$ cat src/rtl/regbank_wb_arbiter_pkg.sv
// Shared widths and the writeback request record for the register-bank write-port arbiter.
package wb_pkg;
  localparam int DATA_W   = 32;
  localparam int ADDR_W   = 5;
  localparam int REG_ZERO = 0;

  typedef struct packed {
    logic              valid;
    logic [ADDR_W-1:0] addr;
    logic [DATA_W-1:0] data;
  } wb_req_t;
endpackage

$ cat src/rtl/regbank_wb_arbiter_if.sv
// Writeback requester bundle: packed per-requester valid/addr/data plus the one-hot ready.
interface regbank_wb_arbiter_if #(
  parameter int NUM_REQ = 2,
  parameter int ADDR_W  = wb_pkg::ADDR_W,
  parameter int DATA_W  = wb_pkg::DATA_W
);
  logic [NUM_REQ-1:0]        req_valid;
  logic [NUM_REQ*ADDR_W-1:0] req_addr;
  logic [NUM_REQ*DATA_W-1:0] req_data;
  logic [NUM_REQ-1:0]        req_ready;

  modport master (output req_valid, output req_addr, output req_data, input  req_ready);
  modport slave  (input  req_valid, input  req_addr, input  req_data, output req_ready);
endinterface

$ cat src/rtl/regbank_wb_arbiter_rr_arbiter.sv
// Combinational round-robin picker: first set request at or after ptr, wrapping to index 0.
module rr_arbiter #(
  parameter int N  = 2,
  parameter int PW = (N > 1) ? $clog2(N) : 1
) (
  input  logic [N-1:0]  req,
  input  logic [PW-1:0] ptr,
  input  logic          enable,
  output logic [N-1:0]  gnt,
  output logic [PW-1:0] idx
);
  logic [N-1:0] req_hi;

  // Requests at or above the pointer win before the wrapped-around ones.
  for (genvar gi = 0; gi < N; gi++) begin : g_mask
    assign req_hi[gi] = req[gi] && (gi >= int'(ptr));
  end

  always_comb begin
    gnt = '0;
    idx = '0;
    if (enable) begin
      if (|req_hi) begin
        for (int i = N - 1; i >= 0; i--) begin
          if (req_hi[i]) idx = PW'(i);
        end
      end else begin
        for (int i = N - 1; i >= 0; i--) begin
          if (req[i]) idx = PW'(i);
        end
      end
      if (|req) gnt[idx] = 1'b1;
    end
  end
endmodule

$ cat src/rtl/regbank_wb_arbiter.sv
// Shares the register bank write port among writeback requesters; the granted write is
// registered for one cycle and forwarded to both read ports while in flight.
module regbank_wb_arbiter #(
  parameter int NUM_REQ = 2,
  parameter int DATA_W  = wb_pkg::DATA_W,
  parameter int ADDR_W  = wb_pkg::ADDR_W,
  parameter int CNT_W   = 16
) (
  input  logic                  clk,
  input  logic                  rst_n,
  regbank_wb_arbiter_if.slave   req_if,
  input  logic                  wb_stall,
  output logic                  RegWrite,
  output logic [ADDR_W-1:0]     WriteAddr,
  output logic [DATA_W-1:0]     WriteData,
  input  logic [ADDR_W-1:0]     ReadAddr1,
  input  logic [ADDR_W-1:0]     ReadAddr2,
  output logic                  fwd_hit1,
  output logic                  fwd_hit2,
  output logic [DATA_W-1:0]     fwd_data1,
  output logic [DATA_W-1:0]     fwd_data2,
  output logic [CNT_W-1:0]      contention_cnt
);
  localparam int PW = (NUM_REQ > 1) ? $clog2(NUM_REQ) : 1;

  logic [PW-1:0]      rr_ptr_q, rr_ptr_d;
  logic               reg_write_q, reg_write_d;
  logic [ADDR_W-1:0]  write_addr_q, write_addr_d;
  logic [DATA_W-1:0]  write_data_q, write_data_d;
  logic [CNT_W-1:0]   cnt_q, cnt_d;

  logic [NUM_REQ-1:0] gnt;
  logic [PW-1:0]      gnt_idx;
  logic               transfer;
  logic               multi_req;
  logic [ADDR_W-1:0]  g_addr;
  logic [DATA_W-1:0]  g_data;

  // Gating with rst_n keeps ready low for the whole time reset is asserted.
  rr_arbiter #(.N(NUM_REQ), .PW(PW)) u_rr_arbiter (
    .req    (req_if.req_valid),
    .ptr    (rr_ptr_q),
    .enable (!wb_stall && rst_n),
    .gnt    (gnt),
    .idx    (gnt_idx)
  );

  assign req_if.req_ready = gnt;
  assign transfer         = |gnt;
  assign multi_req        = $countones(req_if.req_valid) > 1;
  assign g_addr           = req_if.req_addr[int'(gnt_idx)*ADDR_W +: ADDR_W];
  assign g_data           = req_if.req_data[int'(gnt_idx)*DATA_W +: DATA_W];

  always_comb begin
    rr_ptr_d     = rr_ptr_q;
    reg_write_d  = 1'b0;
    write_addr_d = write_addr_q;
    write_data_d = write_data_q;
    cnt_d        = cnt_q;
    if (transfer) begin
      rr_ptr_d = (int'(gnt_idx) == NUM_REQ - 1) ? '0 : gnt_idx + 1'b1;
      // Register 0 is hardwired: the request is consumed but never written.
      if (g_addr != ADDR_W'(wb_pkg::REG_ZERO)) begin
        reg_write_d  = 1'b1;
        write_addr_d = g_addr;
        write_data_d = g_data;
      end
    end
    if (multi_req && !(&cnt_q)) cnt_d = cnt_q + 1'b1;
  end

  always_ff @(posedge clk or negedge rst_n) begin
    if (!rst_n) begin
      rr_ptr_q     <= '0;
      reg_write_q  <= 1'b0;
      write_addr_q <= '0;
      write_data_q <= '0;
      cnt_q        <= '0;
    end else begin
      rr_ptr_q     <= rr_ptr_d;
      reg_write_q  <= reg_write_d;
      write_addr_q <= write_addr_d;
      write_data_q <= write_data_d;
      cnt_q        <= cnt_d;
    end
  end

  assign RegWrite       = reg_write_q;
  assign WriteAddr      = write_addr_q;
  assign WriteData      = write_data_q;
  assign contention_cnt = cnt_q;

  assign fwd_hit1  = reg_write_q && (write_addr_q == ReadAddr1) && (ReadAddr1 != '0);
  assign fwd_hit2  = reg_write_q && (write_addr_q == ReadAddr2) && (ReadAddr2 != '0);
  assign fwd_data1 = write_data_q;
  assign fwd_data2 = write_data_q;
endmodule

$ cat src/flat_wrapper.sv
// flat-port wrapper written by rule: the top's interface ports become plain ports
module regbank_wb_arbiter_flat 
#(
  parameter int NUM_REQ = 2,
  parameter int DATA_W  = wb_pkg::DATA_W,
  parameter int ADDR_W  = wb_pkg::ADDR_W,
  parameter int CNT_W   = 16
)
  (clk, rst_n, wb_stall, RegWrite, WriteAddr, WriteData, ReadAddr1, ReadAddr2, fwd_hit1, fwd_hit2, fwd_data1, fwd_data2, contention_cnt, req_if_req_valid, req_if_req_addr, req_if_req_data, req_if_req_ready);
  regbank_wb_arbiter_if #(.NUM_REQ(NUM_REQ), .ADDR_W(ADDR_W), .DATA_W(DATA_W)) req_if_i ();
  input  logic clk;
  input  logic rst_n;
  input  logic wb_stall;
  output logic RegWrite;
  output logic [ADDR_W-1:0] WriteAddr;
  output logic [DATA_W-1:0] WriteData;
  input  logic [ADDR_W-1:0] ReadAddr1;
  input  logic [ADDR_W-1:0] ReadAddr2;
  output logic fwd_hit1;
  output logic fwd_hit2;
  output logic [DATA_W-1:0] fwd_data1;
  output logic [DATA_W-1:0] fwd_data2;
  output logic [CNT_W-1:0] contention_cnt;
  input wire logic [$bits(req_if_i.req_valid)-1:0] req_if_req_valid;
  input wire logic [$bits(req_if_i.req_addr)-1:0] req_if_req_addr;
  input wire logic [$bits(req_if_i.req_data)-1:0] req_if_req_data;
  output wire logic [$bits(req_if_i.req_ready)-1:0] req_if_req_ready;
  assign req_if_i.req_valid = req_if_req_valid;
  assign req_if_i.req_addr = req_if_req_addr;
  assign req_if_i.req_data = req_if_req_data;
  assign req_if_req_ready = req_if_i.req_ready;
  regbank_wb_arbiter #(.NUM_REQ(NUM_REQ), .DATA_W(DATA_W), .ADDR_W(ADDR_W), .CNT_W(CNT_W)) u_core (.clk(clk), .rst_n(rst_n), .req_if(req_if_i), .wb_stall(wb_stall), .RegWrite(RegWrite), .WriteAddr(WriteAddr), .WriteData(WriteData), .ReadAddr1(ReadAddr1), .ReadAddr2(ReadAddr2), .fwd_hit1(fwd_hit1), .fwd_hit2(fwd_hit2), .fwd_data1(fwd_data1), .fwd_data2(fwd_data2), .contention_cnt(contention_cnt));
endmodule
$ cat config.mk
export PLATFORM = sky130hd
export DESIGN_NAME = regbank_wb_arbiter_flat
export DESIGN_NICKNAME = d
export VERILOG_FILES = /design/src/rtl/regbank_wb_arbiter_pkg.sv /design/src/rtl/regbank_wb_arbiter_if.sv /design/src/rtl/regbank_wb_arbiter_rr_arbiter.sv /design/src/rtl/regbank_wb_arbiter.sv /design/src/flat_wrapper.sv
export SDC_FILE = /design/constraint.sdc
export NUM_CORES = 1
export LEC_CHECK = 0
export CORE_UTILIZATION = 37
export DETAILED_ROUTE_END_ITERATION = 12
export PLACE_DENSITY_LB_ADDON = 0.08
export SLEW_MARGIN = 20
export SYNTH_ARGS = -nofsm -noshare
export SYNTH_HDL_FRONTEND = slang
export SYNTH_HIERARCHICAL = 1
export SYNTH_SLANG_ARGS = --single-unit
$ cat constraint.sdc
create_clock -name clk -period 2.3 [get_ports clk]
set_clock_uncertainty 0.05 [all_clocks]
set_input_delay 0.345 -clock clk [delete_from_list [all_inputs] [get_ports clk]]
set_output_delay 0.345 -clock clk [all_outputs]
set_load 0.01 [all_outputs]
==> metrics.txt <==
result of the run complete, no violations; share of the cycle needed by the critical path after routing 0.949; Main synth FF type sky130_fd_sc_hd__dfrtp_1; startpoint of the lowest-slack register-to-register path u_core/contention_cnt[0]$_DFFE_PN0P_; highest net fanout along the worst path 2; number of antenna diodes 0; number of maximum-capacitance constraint violations 0; clock root buffer sky130_fd_sc_hd__clkbuf_8; crit path kind input pin to output port; most common library cell in the layout ignoring fill and taps sky130_fd_sc_hd__clkdlybuf4s50_1; largest cells by area after synthesis sky130_fd_sc_hd__dfrtp_1 41%, sky130_fd_sc_hd__buf_4 14%, sky130_fd_sc_hd__mux2i_1 11%; dominant combinational cell family by area after synthesis buffers and inverters; Worst Setup SP wb_stall; class of the most critical hold timing path input pin to asynchronous set/reset pin; maximum vdd ir drop 0.328 mV; gate count of the mapped netlist 349; number of sinks driven by the clock tree 55; Synth Area in Compound Gates 0.150; post-synth design cell area 3380 um2; syn_nets 439; cell row count 34; synthesized-area fraction occupied by xor and xnor cells 0.0389; crit path DAT 1.79 ns; number of enable flip-flop cells after synthesis 0; post-placement worst setup slack 0.0379 ns; clock period minus worst slack 2.18 ns; fraction of layout instances using a drive strength above 1 0.0685; share of flip-flops with an asynchronous set or reset after synthesis 1.00; Pwr Density 764 nW/um2; number of detailed-routing iterations run before antenna repair 4; overall overflow remaining after global route 0; final net count 586; required time of the critical path 1.90 ns; Area growth, synth to finish 57.4%; multiplexer share of the synthesized area 0.124; simple-gate portion of the synthesized area 0.103; y dimension of the die 97.6 um; area of the core 8760 um2; number of port buffers 210; via count of the first global-routing pass 2930; post-synthesis sequential area ratio 0.407; final-layout worst hold slack 0.144 ns; worst reg2reg path depth 5; clock transition time at the flip-flop clock pins of the worst setup and hold paths 0.09 ns; Skew-Pair Late Insertion Delay 0.30 ns; CTS tree done; CTS Buffer Depth 2; final wirelength 9430 um; fraction of post-synthesis cell area in the top cell type by area 0.407; Die Wd 97.6 um; Achievable Freq 458 MHz; Leakage 2.08 nW; antenna violations before repair 0; cell type with the highest aggregate area in the netlist sky130_fd_sc_hd__dfrtp_1; last weighted congestion value of the routability-driven placer 0.803; Final WS setup 0.118 ns; arithmetic-cell share of the synthesized area counting full adders, half adders and majority gates 0.00370; number of top-level pins 211; termination of the worst setup path req_if_req_ready[1]; Routed Antenna Nets 0; average size of a mapped cell 9.68 um2; starting density of the core 0.385; via count 3064; Max-Slew Margin vs Limit 0.537; kind of end point of the critical path output port; floorplan die area 9520 um2; number of distinct library cell variants in the gate-level netlist after synthesis 34; total half-perimeter wirelength after legalization and detailed placement 7130 um; capturing point of the worst reg2reg path u_core/contention_cnt[1]$_DFFE_PN0P_; number of remaining DRC errors 0; pin count of the biggest net entering global routing 56; final slew viol count 0; slack of the worst reg-to-reg path 0.53 ns; gr usage total 0.192; transition time at the pin with the least slew margin 0.694 ns; Hold Fails Final Rpt 0; setup repair after global routing missed its margin no; drt wl/cell 15.6 um; count of endpoints failing setup in the final report 0; number of buffers created by CTS 5; number of hold buffers added after cts 0; Critical Path Start Type input pin; total negative slack for setup checks 0 ns; wire length of the first global-routing pass 14800 um; most frequent cells in the layout 207 x sky130_fd_sc_hd__clkdlybuf4s50_1, 53 x sky130_fd_sc_hd__dfrtp_1, 45 x sky130_fd_sc_hd__a21oi_1, 39 x sky130_fd_sc_hd__a31oi_1, 38 x sky130_fd_sc_hd__mux2i_1; first-iteration detailed-routing DRC count 70; number of levels the H-tree was split into 2; count of state elements after synthesis 55; vias per cell 5.07; Yosys warnings 6
[sequential cells by signal, summed over array words and instances (netlist names)]
signal                 cells
u_core/WriteAddr           5
u_core/contention_cnt     16
u_core/RegWrite            1
u_core/rr_ptr_q            1
u_core/WriteData          32
[synth_stat cells (all sizes together), types with 2 or more instances]
cell type  instances
nor2b              2
a31oi             39
mux2i             38
nand4              8
nand2             10
xnor2             10
a21oi             47
xor2               5
nand2b             2
nand3              7
nor4               6
buf               75
inv                3
mux2               3
dfrtp             55
nand3b             2
clkbuf            10
nor2              10
and3               3
nor3               6
[worst max-delay path, stage by stage]
cell and delay [ns]:
sky130_fd_sc_hd__clkdlybuf4s50_1 0.40, sky130_fd_sc_hd__nor2b_1 0.14, sky130_fd_sc_hd__nand2_1 0.12, sky130_fd_sc_hd__a21oi_1 0.18, sky130_fd_sc_hd__clkdlybuf4s50_1 0.61
[per-layer routing]
| layer | GRT usage | share of wire | wire length (um) | vias up |
|---|---|---|---|---|
| met2 | 0.346 | 0.51 | 4830 | 129 |
| li1 | - | - | - | 1490 |
| met1 | 0.229 | 0.41 | 3850 | 1439 |
| met4 | 0.0373 | 0.0071 | 67 | 0 |
| met5 | 0 | 0 | 0 | - |
| met3 | 0.0504 | 0.072 | 683 | 6 |
[what timing repair did]
item                                    in CTS  in global routing
setup buffers                                0                  3
gates resized for setup                      0                  4
endpoints found under the setup margin       0                  2
[through the flow]
stage	total power, W	area, um2	cells	utilization
2_1_floorplan	0.00256	3380	349	-
3_3_place_gp	0.00350	5200	594	0.593
3_5_place_dp	0.00354	5200	594	0.593
4_1_cts	0.00409	5290	601	0.603
5_1_grt	0.00429	5320	604	0.607
6_report	0.00406	5320	604	0.607
[area by class of cell]
cell class	count	area, um2
clock buffer	6	82.6
clock inverter	1	5.00
fill	790	3450
inverter	3	11.3
multi-input combinational	206	1440
sequential	55	1380
tap	108	135
timing repair buffer	225	2260
[logic make-up (layout without fill, tap and decap cells)]
group / after synthesis / after routing
buf+inv: 88 / 235
mux: 41 / 41
fa+ha+maj: 1 / 1
flops: 55 / 55
simple gates: 59 / 59
compound gates: 90 / 90
xor+xnor: 15 / 15
[power breakdown]
part | internal, W | switching (W) | leakage, nW
clock | 0.000237 | 0.000300 | 0.0470
combinational | 0.00127 | 0.000753 | 1.38
sequential | 0.00120 | 0.000297 | 0.643
[worst min path at each step]
stage                           startpoint                          end  slack (ns)
2_1_floorplan                        rst_n    u_core/RegWrite$_DFF_PN0_     -0.0006
3_3_place_gp   u_core/rr_ptr_q$_DFFE_PN0P_  u_core/rr_ptr_q$_DFFE_PN0P_        0.45
3_5_place_dp   u_core/rr_ptr_q$_DFFE_PN0P_  u_core/rr_ptr_q$_DFFE_PN0P_        0.46
4_1_cts                              rst_n  u_core/rr_ptr_q$_DFFE_PN0P_        0.19
5_1_grt                              rst_n  u_core/rr_ptr_q$_DFFE_PN0P_        0.21
6_report                             rst_n  u_core/rr_ptr_q$_DFFE_PN0P_        0.14
Power figures use the tool's default switching activity.
